[config.mk]
export PLATFORM = sky130hd
export DESIGN_NAME = mux64_scan_ctrl
export DESIGN_NICKNAME = d
export VERILOG_FILES = /design/src/rtl/mux64_scan_ctrl.sv
export SDC_FILE = /design/constraint.sdc
export NUM_CORES = 1
export LEC_CHECK = 0
export ABC_AREA = 0
export CAP_MARGIN = 20
export CORE_ASPECT_RATIO = 1.75
export CORE_MARGIN = 5
export CORE_UTILIZATION = 35
export CTS_CLUSTER_DIAMETER = 50
export DETAILED_ROUTE_END_ITERATION = 10
export MAX_ROUTING_LAYER = met4
export PLACE_DENSITY = 0.58
export SLEW_MARGIN = 30
export SYNTH_ARGS = -nofsm -noshare
export SYNTH_HDL_FRONTEND = slang
export SYNTH_SLANG_ARGS = --single-unit
[constraint.sdc]
create_clock -name clk_i -period 18.3 [get_ports clk_i]
set_input_delay 2.745 -clock clk_i [delete_from_list [all_inputs] [get_ports clk_i]]
set_output_delay 2.745 -clock clk_i [all_outputs]
set_load 0.01 [all_outputs]
[src/rtl/mux64_scan_ctrl.sv]
// Round-robin scan sequencer for the mux64x1 bit-select datapath with a valid/ready sample port.
// Optional CHANGE_ONLY_EN: suppress a capture whose value matches the last one seen on that channel.
module mux64_scan_ctrl #(
  parameter int NUM_CH     = 64,
  parameter int SEL_W      = 6,
  parameter int SETTLE_CYC = 2
) (
  input  logic              clk_i,
  input  logic              rst_i,
  input  logic              scan_en_i,
  input  logic [NUM_CH-1:0] ch_en_i,
  output logic [SEL_W-1:0]  mux_sel_o,
  input  logic              mux_out_i,
  output logic              smp_valid_o,
  input  logic              smp_ready_i,
  output logic              smp_data_o,
  output logic [SEL_W-1:0]  smp_ch_o,
  output logic              busy_o,
  output logic              scan_wrap_o
);

  typedef enum logic [1:0] {
    IDLE   = 2'd0,
    SETTLE = 2'd1,
    OUTPUT = 2'd2
  } state_e;

  localparam logic [3:0]       CNT_LAST = 4'(SETTLE_CYC - 1);
  localparam logic [SEL_W-1:0] PTR_RST  = SEL_W'(NUM_CH - 1);

  if (SETTLE_CYC < 1 || SETTLE_CYC > 15) begin : g_bad_settle
    $error("mux64_scan_ctrl: SETTLE_CYC must be in 1..15");
  end

  state_e           state_q, state_d;
  logic [SEL_W-1:0] ptr_q, ptr_d;
  logic [SEL_W-1:0] sel_q, sel_d;
  logic [3:0]       cnt_q, cnt_d;
  logic             valid_q, valid_d;
  logic             data_q, data_d;
  logic [SEL_W-1:0] ch_q, ch_d;
  logic             wrap_q, wrap_d;
  logic             first_q, first_d;

  logic [SEL_W-1:0] next_ch;
  logic             any_en;
  logic             start;
  logic             load;
  logic             emit;

`ifdef CHANGE_ONLY_EN
  logic [NUM_CH-1:0] last_q, last_d;
  logic [NUM_CH-1:0] seen_q, seen_d;
`endif

  assign any_en = |ch_en_i;
  assign start  = scan_en_i && any_en;

  // Walk offsets downward so the nearest enabled channel after ptr wins; offset NUM_CH is ptr itself.
  always_comb begin
    next_ch = ptr_q;
    for (int i = NUM_CH; i >= 1; i--) begin
      if (ch_en_i[ptr_q + SEL_W'(i)]) begin
        next_ch = ptr_q + SEL_W'(i);
      end
    end
  end

  always_comb begin
    state_d = state_q;
    ptr_d   = ptr_q;
    sel_d   = sel_q;
    cnt_d   = cnt_q;
    valid_d = valid_q;
    data_d  = data_q;
    ch_d    = ch_q;
    wrap_d  = 1'b0;
    first_d = first_q;
    load    = 1'b0;
    emit    = 1'b1;
`ifdef CHANGE_ONLY_EN
    last_d  = last_q;
    seen_d  = seen_q;
`endif

    unique case (state_q)
      IDLE: begin
        load = start;
      end
      SETTLE: begin
        if (cnt_q == CNT_LAST) begin
`ifdef CHANGE_ONLY_EN
          emit          = !(seen_q[sel_q] && (last_q[sel_q] == mux_out_i));
          last_d[sel_q] = mux_out_i;
          seen_d[sel_q] = 1'b1;
`endif
          if (emit) begin
            data_d  = mux_out_i;
            ch_d    = sel_q;
            valid_d = 1'b1;
            state_d = OUTPUT;
          end else if (start) begin
            load = 1'b1;
          end else begin
            state_d = IDLE;
          end
        end else begin
          cnt_d = cnt_q + 4'd1;
        end
      end
      OUTPUT: begin
        if (smp_ready_i) begin
          valid_d = 1'b0;
          if (start) begin
            load = 1'b1;
          end else begin
            state_d = IDLE;
          end
        end
      end
      default: begin
        state_d = IDLE;
      end
    endcase

    // A channel load is the only place the select moves, so it stays put through SETTLE/OUTPUT.
    if (load) begin
      state_d = SETTLE;
      ptr_d   = next_ch;
      sel_d   = next_ch;
      cnt_d   = 4'd0;
      wrap_d  = !first_q && (next_ch <= ptr_q);
      first_d = 1'b0;
    end
  end

  always_ff @(posedge clk_i) begin
    if (rst_i) begin
      state_q <= IDLE;
      ptr_q   <= PTR_RST;
      sel_q   <= '0;
      cnt_q   <= 4'd0;
      valid_q <= 1'b0;
      data_q  <= 1'b0;
      ch_q    <= '0;
      wrap_q  <= 1'b0;
      first_q <= 1'b1;
    end else begin
      state_q <= state_d;
      ptr_q   <= ptr_d;
      sel_q   <= sel_d;
      cnt_q   <= cnt_d;
      valid_q <= valid_d;
      data_q  <= data_d;
      ch_q    <= ch_d;
      wrap_q  <= wrap_d;
      first_q <= first_d;
    end
  end

`ifdef CHANGE_ONLY_EN
  always_ff @(posedge clk_i) begin
    if (rst_i) begin
      last_q <= '0;
      seen_q <= '0;
    end else begin
      last_q <= last_d;
      seen_q <= seen_d;
    end
  end
`endif

  assign mux_sel_o   = sel_q;
  assign smp_valid_o = valid_q;
  assign smp_data_o  = data_q;
  assign smp_ch_o    = ch_q;
  assign busy_o      = (state_q != IDLE);
  assign scan_wrap_o = wrap_q;

  a_valid_hold: assert property (@(posedge clk_i) disable iff (rst_i)
    smp_valid_o && !smp_ready_i |=> smp_valid_o && $stable(smp_data_o) && $stable(smp_ch_o));

  a_sel_stable: assert property (@(posedge clk_i) disable iff (rst_i)
    !load |=> $stable(sel_q));

endmodule

Word-level counts from Yosys, hierarchy flattened --
Index checks and enable logic that the tools add are counted.
Cells by class: reduce and logical (&&, ||, !) cells 14, bitwise logic cells 3, add/sub/neg operators 64, $lt $le $gt $ge 64, multiplexer cells 200, equality and inequality tests 10
Operators with widths (count):
- 6-bit by 7-bit less-than comparator with 1-bit output (second input constant) | 63
- 1-bit binary-select mux with 6-bit select | 63
- 6-bit two-way mux | 63
- 6-bit adder (second input constant) | 32
- 6-bit by 5-bit adder with 6-bit output (second input constant) | 16
- 1-bit two-way mux | 68
- 64-bit OR reduction | 1
- 6-bit by 4-bit adder with 6-bit output (second input constant) | 8
- 6-bit by 3-bit adder with 6-bit output (second input constant) | 4
- 6-bit by 2-bit adder with 6-bit output (second input constant) | 2
- 3-bit != test (second input constant) | 3
- 2-bit != test (second input constant) | 4
- 4-bit AND reduction | 2
- 6-bit by 1-bit adder with 6-bit output (second input constant) | 1
- 6-bit <= comparator | 1
- 2-bit two-way mux | 3
- 2-bit one-hot mux with 3 select lines | 1
- 4-bit by 1-bit adder with 4-bit output (second input constant) | 1
- 4-bit by 1-bit equality test with 1-bit output (second input constant) | 1
- 1-bit one-hot mux with 2 select lines | 2
- 2-bit AND reduction | 2
- 2-bit nonzero test | 2
- 2-bit OR reduction | 2
- 1-bit NOT | 3
- other kinds (6) | 7
Storage, ports and cells: logic and storage cells 365, output and inout bits 16, input port bits 69, bits in registers 28

Logic depth before layout (Yosys ltp) --
word-level depth 68, gate-level depth with buffers 32, mapped depth without buffers 23

Worst setup path before layout --
OpenSTA, ideal clock, no wires.
path type input to register, start point in ch_en_i[14], end point reg wrap_q, in the netlist scan_wrap_o, stages 21, arrival 6.741 ns, slack 11.481 ns, buffers on the path 1, path through clkbuf_1 mux4_2 mux4_2 mux2_2 mux2_2 a31oi_1 mux2i_1 o21a_1 a2111o_1 o31ai_1 a21oi_1 inv_1 ha_1 nor2b_1 o21a_1 o21a_1 o21ai_0 nand2b_1 a21oi_1 a31oi_1 nor3_1
Between the ends: word-level cells in the longest chain between the ends 67
RTL lines:
- start, declared | RTL line 11 | input logic [NUM_CH-1:0] ch_en_i,
- 1-bit binary-select mux with 6-bit select | RTL line 63 | if (ch_en_i[ptr_q + SEL_W'(i)]) begin
- 1-bit two-way mux (implied by the code) | RTL line 63
- 6-bit two-way mux (62 in a row) | RTL line 63
- 6-bit two-way mux * | RTL line 63
- via next_ch[1] | RTL line 45 | logic [SEL_W-1:0] next_ch;
- 6-bit <= comparator * | RTL line 132 | wrap_d = !first_q && (next_ch <= ptr_q);
- 1-bit logical AND * | RTL line 132
- end signal, assigned | RTL line 156 | wrap_q <= wrap_d;
- end, declared | RTL line 42 | logic wrap_q, wrap_d;
The timed path passes the listed nets; every way through them passes the cells marked *. The select of a mux whose other input is x is not followed. A chain may end at the register's enable or synchronous reset.

Worst setup path after layout --
start point in ch_en_i[1], end point reg wrap_q, in the netlist scan_wrap_o
Same word-level chain as after synthesis.

==> flow_summary.ini <==
[timing]
drv_slew = 0
fmax_mhz = 110
worstMarginPinSlew_ps = 1080
setup_tns_ps = 0
fin_crit_ps = 9050
rsz0062_at_grt = no
setup_violations = 0
hold_viol = 0
slew_headroom_pct = 27.2
skew_ps = 6.08
finalCritPeriodShare_pct = 49.5

[routing]
drt_iter0_drc = 1986
via_per_inst = 7.46
via_count = 18700
drcViolationCount = 4
routed-wl-met3_um = 7410
highest_layer = met4
routedWlPerCell_um = 41.8
firstDrtPassIters = 8
ant_nets = 0
finalWirelength_um = 105000
wl_met1_um = 33600
wl_met2_um = 49800

[finish]
drive_gt1_share_pct = 21.6
final_common_cell = nand2_1
areaGrowthSynthToFinish_pct = 9.85
finalInstanceArea_mm2 = 0.0178
mostFrequentLayoutCells = 202 x nand2_1, 164 x mux4_2, 161 x mux2i_1
nets = 2025

[clock_tree]
cts_tree = done
htreeDepth = 1
insertion_delay_ps = 260
path_clk_slew_ps = 70
hold_buffers = 0
ctsResizeCount = 0
clock-root-buffer = clkbuf_16
clkSinkCount = 28
cts-buffers-inserted = 3
post-cts-setup-buffers = 0
clockBufferDepth = 2

[yosys]
synth_nets = 2001
yosysWarnings = 0
synth_edf_count = 0
yosysSeqAreaShare_pct = 3.47
synth.largest_area_cell = mux4_2
avgSynthCellArea_um2 = 8.48
synthFlopType = dfxtp_1
synth.distinct_cells = 108
synth-seq-cells = 28
synthArstFlopShare_pct = 0
synthTopCellsByArea = mux4_2 23%, mux2i_1 10%, mux2_2 6.3%
synth_top_area_share_pct = 22.8
syn_area_mm2 = 0.0162
netlist_instances = 1906

[setup_path]
rr_worst_depth = 23
required_ps = 18490
rrSetupSlack_ps = 9750
end_kind = flip-flop
critical_path_class = primary input to flip-flop
cp.arrival_ps = 9240
cp-start-kind = primary input
cp_max_fo = 8

[floorplanning]
die-area_mm2 = 0.0508
die_y_um = 294
num_io_pins = 85
std_cell_rows = 104
initial_core_util_pct = 35.2
die_x_um = 172
coreArea_mm2 = 0.0459

[grt]
track_usage_pct = 41.4
first_global_vias = 18300
overflow = 0
antenna_found_initial = 3
grt_pass1_wl_um = 144000
grt_max_degree = 96

[outcome]
status = finished with violations
violations = DRC

[placed_design]
port_buffers = 84
dpl_cell_area_mm2 = 0.0176
dp_hpwl_um = 83600
place.gp.congestion = 1.10

[min_path]
min_path_type = flip-flop to flip-flop
min_path_cells = 1

[flow_run]
maxCapViolCount = 0
==> synthesized netlist by cell type (all sizes together) (21+ instances only) <==
library cell    n
nand3          59
a21oi         119
nand4          22
a31oi          21
inv            54
clkbuf         61
nand2         202
o22ai          28
nor2          141
buf            78
mux4          180
ha             26
o21ai         106
xnor2          72
nor4           26
mux2           91
dfxtp          28
nor3           40
o211ai         27
mux2i         169
nor2b          24
==> through the flow <==
| step | worst slack, ps | instances | util (%) | hold slack (ps) |
|---|---|---|---|---|
| after floorplan | 11480 | 1906 | - | 401 |
| after CTS | 9690 | 2512 | 38.6 | 437 |
| final | 9250 | 2513 | 38.7 | 434 |
| after detailed placement | 9430 | 2508 | 38.4 | 426 |
| after global routing | 9090 | 2512 | 38.7 | 457 |
| after global placement | 9330 | 2508 | 38.3 | 430 |
==> critical path, cell delays in order <==
cell             delay [ps]
clkdlybuf4s50_1         720
mux4_4                  750
mux4_2                  570
mux4_2                  720
a21oi_1                 400
a221oi_1                140
a211oi_1                790
o2111ai_1               560
o211ai_1                510
nand2_1                 150
ha_1                    330
o21a_1                  110
o21a_1                  150
o21ai_0                 160
nand2b_1                 80
a21oi_1                 150
a31oi_1                  50
nor3_1                  110
==> routing by layer <==
| layer | global-route usage (%) | up-vias |
|---|---|---|
| met5 | - | - |
| met4 | 39.3 | 0 |
| met3 | 6.29 | 541 |
| met2 | 67.3 | 1357 |
| met1 | 41.4 | 9215 |
| li1 | - | 7634 |
==> final cells by class <==
class / count / area [um^2]
flip-flops and latches: 28 / 576
diodes: 1 / 2.50
fillers: 4771 / 28200
well taps: 583 / 729
inverters: 55 / 206
repair buffers: 158 / 1410
multi-input cells: 1684 / 14700
clock buffers: 4 / 100
==> state kept, by name (all words and copies together) (netlist names) <==
name,cells
cnt_q,4
first_q,1
mux_sel_o,6
ptr_q,6
scan_wrap_o,1
smp_ch_o,6
smp_data_o,1
smp_valid_o,1
state_q,2
==> logic make-up (layout without fill, tap and decap cells) <==
group	count (synthesis)	in the layout	share of synthesized area [%]
compound gates	539	539	23.5
xor+xnor	79	79	4.63
fa+ha+maj	26	26	2.01
buf+inv	194	217	6.42
flops	28	28	3.47
mux	440	440	42.5
other cells	0	1	0
simple gates	600	600	17.5
==> worst paths after layout <==
check | startpoint | endpoint
max | ch_en_i[1] | scan_wrap_o
min | first_q | scan_wrap_o
max reg2reg | ptr_q[3] | scan_wrap_o
min reg2reg | first_q | scan_wrap_o
Power is not shown: default switching activity piles up to over one toggle a cycle in this logic, so the estimate is an artifact.
